==> src/rtl/serial_add_ctrl.sv <==
`default_nettype none
// ============================================================================
// Module      : serial_add_ctrl
// Description : Bit-serial adder controller. A single full-adder cell is
//               reused over WIDTH cycles, LSB first, with a carry flip-flop
//               linking the bit positions. The interface is a start/busy/done
//               handshake.
//               Optional macro SERIAL_ADD_SUB_EN adds subtract mode (sub)
//               and a signed-overflow flag (ovf).
// Revision    : 1.0 - initial release
// ============================================================================
module serial_add_ctrl #(
    parameter int WIDTH = 8
) (
    input  logic             clk,
    input  logic             reset,
    input  logic             start,
    input  logic [WIDTH-1:0] a,
    input  logic [WIDTH-1:0] b,
    input  logic             cin,
`ifdef SERIAL_ADD_SUB_EN
    input  logic             sub,
    output logic             ovf,
`endif
    output logic             busy,
    output logic             done,
    output logic [WIDTH-1:0] sum,
    output logic             cout
);

    localparam int                 c_cnt_w = $clog2(WIDTH);
    localparam logic [c_cnt_w-1:0] c_last  = c_cnt_w'(WIDTH - 1);

    localparam logic [1:0] c_idle = 2'd0;
    localparam logic [1:0] c_run  = 2'd1;
    localparam logic [1:0] c_done = 2'd2;

    logic [1:0]         r_state;
    logic [1:0]         w_state_nxt;
    logic [WIDTH-1:0]   r_a_sr;
    logic [WIDTH-1:0]   r_b_sr;
    logic [WIDTH-1:0]   r_sum;
    logic [c_cnt_w-1:0] r_cnt;
    logic               r_carry;
    logic               r_cout;

    logic               w_accept;
    logic               w_last;
    logic               w_s;
    logic               w_carry_nxt;
    logic [WIDTH-1:0]   w_b_load;
    logic               w_c_load;

    // A new operation can only begin when no add is in flight.
    assign w_accept    = start & ((r_state == c_idle) | (r_state == c_done));
    assign w_last      = (r_cnt == c_last);

    // The single full-adder cell shared by all bit positions.
    assign w_s         = r_a_sr[0] ^ r_b_sr[0] ^ r_carry;
    assign w_carry_nxt = (r_a_sr[0] & r_b_sr[0]) | (r_a_sr[0] & r_carry) |
                         (r_b_sr[0] & r_carry);

`ifdef SERIAL_ADD_SUB_EN
    // Subtraction is a + ~b + 1, so the carry-in is forced and cin is unused.
    assign w_b_load = sub ? ~b : b;
    assign w_c_load = sub ? 1'b1 : cin;
`else
    assign w_b_load = b;
    assign w_c_load = cin;
`endif

    // State register.
    always_ff @(posedge clk) begin
        if (reset) begin
            r_state <= c_idle;
        end else begin
            r_state <= w_state_nxt;
        end
    end

    // Next-state logic.
    always_comb begin
        w_state_nxt = r_state;
        case (r_state)
            c_idle:  if (start) w_state_nxt = c_run;
            c_run:   if (w_last) w_state_nxt = c_done;
            c_done:  w_state_nxt = start ? c_run : c_idle;
            default: w_state_nxt = c_idle;
        endcase
    end

    // Operand shifters, carry, bit counter and result accumulation.
    always_ff @(posedge clk) begin
        if (reset) begin
            r_a_sr  <= '0;
            r_b_sr  <= '0;
            r_sum   <= '0;
            r_cnt   <= '0;
            r_carry <= 1'b0;
            r_cout  <= 1'b0;
        end else if (w_accept) begin
            r_a_sr  <= a;
            r_b_sr  <= w_b_load;
            r_sum   <= '0;
            r_cnt   <= '0;
            r_carry <= w_c_load;
            r_cout  <= 1'b0;
        end else if (r_state == c_run) begin
            // Result enters at the MSB so bit i lands at sum[i] after WIDTH shifts.
            r_sum   <= {w_s, r_sum[WIDTH-1:1]};
            r_a_sr  <= {1'b0, r_a_sr[WIDTH-1:1]};
            r_b_sr  <= {1'b0, r_b_sr[WIDTH-1:1]};
            r_carry <= w_carry_nxt;
            // Counter parks at the last position so it never wraps.
            if (!w_last) begin
                r_cnt <= r_cnt + c_cnt_w'(1);
            end
            if (w_last) begin
                r_cout <= w_carry_nxt;
            end
        end
    end

`ifdef SERIAL_ADD_SUB_EN
    logic r_ovf;

    // Signed overflow: carry into the MSB differs from carry out of the MSB.
    always_ff @(posedge clk) begin
        if (reset) begin
            r_ovf <= 1'b0;
        end else if (w_accept) begin
            r_ovf <= 1'b0;
        end else if ((r_state == c_run) && w_last) begin
            r_ovf <= r_carry ^ w_carry_nxt;
        end
    end

    assign ovf = r_ovf;
`endif

    assign busy = (r_state == c_run);
    assign done = (r_state == c_done);
    assign sum  = r_sum;
    assign cout = r_cout;

endmodule
`default_nettype wire

==> config.mk <==
export PLATFORM = sky130hd
export DESIGN_NAME = serial_add_ctrl
export DESIGN_NICKNAME = d
export VERILOG_FILES = /design/src/rtl/serial_add_ctrl.sv
export SDC_FILE = /design/constraint.sdc
export NUM_CORES = 1
export LEC_CHECK = 0
export CAP_MARGIN = 20
export CORE_MARGIN = 2
export CORE_UTILIZATION = 48
export DETAILED_ROUTE_END_ITERATION = 8
export PLACE_DENSITY = 0.88
export SETUP_SLACK_MARGIN = 0.1
export SLEW_MARGIN = 20
export SYNTH_ARGS = -nofsm -noshare
export SYNTH_HDL_FRONTEND = slang
export SYNTH_SLANG_ARGS = --single-unit
==> constraint.sdc <==
create_clock -name clk -period 1.7 [get_ports clk]
set_clock_uncertainty 0.2 [all_clocks]
set_input_delay 0.34 -clock clk [delete_from_list [all_inputs] [get_ports clk]]
set_output_delay 0.34 -clock clk [all_outputs]
set_load 0.01 [all_outputs]
==> metrics <==
io pins 31; kind of critical path reg2out; RSZ-0062 raised after global routing yes; Std-Cell Rows 18; total congestion overflow 0; Syn. warnings 0; Area Overhead vs Synth 33.1%; Pre-antenna DRT Iters 4; FILL cells 199; Max Fclk 0.646 GHz; cell taking the most area after synthesis dfxtp_1; P_sw between 300 and 400 µW; detailed router's first-iteration violation count 13; htree depth 2; hold-fix buffers at CTS 0; number of global-route vias before repair about 1,200; Vias 1,156; Leak Pwr about 0.00066 µW; Synth area leaders dfxtp_1 (48%), nand2_1 (9.3%), nor3_1 (5.8%), a21oi_1 (5.4%), a311oi_1 (4.1%); share of cells above drive strength 1 0.154; DP Area 0.00162 mm²; Root Driver clkbuf_4; # Post-CTS Setup Buffers 0; placed cell count 204; Initial Util 0.515; CTS tree built; non-filler cells, final approximately 210; final worst-path cycle share 0.911; Seq/Total Area, Yosys 0.482; Die Footprint 0.00311 mm²; switching share of total power 0.261; library cells used by synthesis 24; via density per instance about 5.5; Final Core Density 0.686; top-area cell type share of the netlist area 0.482; Max-slew headroom 0.824; first-pass GRT wire length 4.97 mm; post-route ant nets 0; arrival time at the worst endpoint 1.01 ns; Max Cap Viol 0; Die H roughly 56 µm; Total GRT Usage 0.205; Flop pwr share 0.519; Power Total approximately 1500 µW; syn_nets 170; measured slew at the worst slew-check pin around 0.26 ns; routed length per instance ~13 µm; CP max FO 3; Period minus WS final around 1.5 ns; initial antenna violation count 0; Sink Count 31; peak supply drop 0.684 mV; Max clock buf depth 2; Routed WL about 2.8 mm; crit end category output pin; maximum number of pins on one net before global-route repair 27; layout net count about 200; Worst Path Required between 1 and 1.5 ns; diode count 0; cell area after synthesis about 0.0013 mm²; #FFs+latches synth 31; Gate power share 0.158; Core ar. about 0.0025 mm²; outcome completed; Post-Syn Instances ~150; TritonCTS buffer count 5; hold crit path type reg2reg; Critical Path, Cell by Cell nand2b_4 -> inv_6 -> clkbuf_2; gpl congestion 0.819; Clk Latency, worst-skew pair ~0.34 ns; Slew Viols, Final 0; DIE WIDTH 55.8 µm; Syn Area/Cell 8.76 µm²; P_int 1130 µW; # DRC 0; Port-buffer cells 30; Final setup viols 0; slowest CP cell dfxtp_2; Max stage delay on crit path ~0.34 ns; Final Instance Area about 0.0017 mm²; Worst-path clk slew ~0.10 ns; endpoints failing hold 0; P per Cell Area between 800 and 900 mW/mm²; startpoint types flip-flop; HPWL Detailed 2.01 mm; clock power share 0.323
[metal layers]
| metal | wire length [µm] | GRT usage | vias to the layer above |
|---|---|---|---|
| met1 | 1140 | 0.224 | 542 |
| li1 | - | - | 579 |
| met5 | 0 | 0 | - |
| met2 | 1450 | 0.359 | 28 |
| met3 | 159 | 0.0698 | 7 |
| met4 | 56 | 0.0906 | 0 |
[sequential cells by signal, indices dropped and copies added, names as in the netlist]
name and flops:
cout 1, r_a_sr 8, r_b_sr 8, r_carry 1, r_cnt 3, r_state 2, sum 8
[timing repair]
action | in CTS | in global routing
pin swaps | 0 | 2
gates resized for setup | 17 | 8
endpoints found under the setup margin | 13 | 6
[Yosys cell counts]
library cell  number
ha_1               2
xnor2_1            1
nor2b_1            2
nand2_1           32
o21ai_0            2
nand3_1            4
nand2b_1           2
nand3b_1           1
nand2b_2           1
nor2_1            10
o22ai_1            7
buf_2              3
a21oi_1           14
nor3_1            15
inv_6              1
mux2i_1            1
fa_1               1
buf_6              4
clkbuf_1           1
buf_4              3
a311oi_1           6
a22oi_2            2
dfxtp_1           31
nor3b_2            1
[final timing paths]
kind,slack (ns),endpoint,start,cells past startpoint
setup / recovery,0.15,busy,r_state[1],3
hold / removal,0.27,sum[4],sum[5],2
setup reg to reg,0.21,r_cnt[0],r_cnt[0],5
hold reg to reg,0.27,sum[4],sum[5],2
[cell usage in the layout (no fill, tap or decap), types with 2 or more instances in the layout]
cell type,count
dlygate4sd2_1,9
nor2b_1,2
a21oi_1,14
clkbuf_8,2
dfxtp_2,2
buf_4,4
nand3_1,4
o22ai_1,7
buf_6,2
nor2_1,10
nor3_1,15
nand2_1,32
buf_12,2
a311oi_1,6
clkbuf_4,5
a22oi_2,2
clkdlybuf4s50_1,19
dfxtp_1,29
o21ai_0,2
[power by group through the flow]
stage | clock network [µW] | registers (µW) | logic [µW]
final | 496 | 796 | 242
after floorplan | 0 | 805 | 155
after global routing | 543 | 803 | 269
after CTS | 502 | 796 | 238
after global placement | 0 | 808 | 227
after detailed placement | 0 | 811 | 238
[cells by family (layout without fill, tap and decap cells)]
kind of cell | count (synthesis) | in the layout | share of synthesized area
simple gates | 68 | 68 | 0.238
compound gates | 31 | 31 | 0.156
flops | 31 | 31 | 0.482
buf+inv | 12 | 47 | 0.0738
fa+ha+maj | 3 | 3 | 0.0350
xor+xnor | 1 | 1 | 0.00680
mux | 1 | 1 | 0.00777
[through the flow]
stage | setup TNS, ns | worst slack, ns | hold WS, ns
floorplan | 0 | 0.229 | 0.248
global placement | -0.0241 | -0.0241 | 0.240
detailed placement | -0.0628 | -0.0537 | 0.263
CTS | 0 | 0.0167 | 0.272
global route | 0 | 0.0894 | 0.289
finish | 0 | 0.151 | 0.265
[layout make-up]
cell class / instances / area [µm²] / share of cell area
Inverter: 1 / 8.76 / 0.00511
Clock buffer: 7 / 65.1 / 0.0380
Multi-Input combinational cell: 104 / 601 / 0.350
Timing Repair Buffer: 38 / 372 / 0.217
Sequential cell: 31 / 623 / 0.364
Clock inverter: 1 / 7.51 / 0.00438
Tap cell: 30 / 37.5 / 0.0219
[critical path, delay by kind of cell, from the launching register on]
family	cells	cell delay, ns
buf+inv	2	0.17
flops	1	0.34
simple gates	1	0.16
Note: power is estimated with default switching activity, not from simulation.
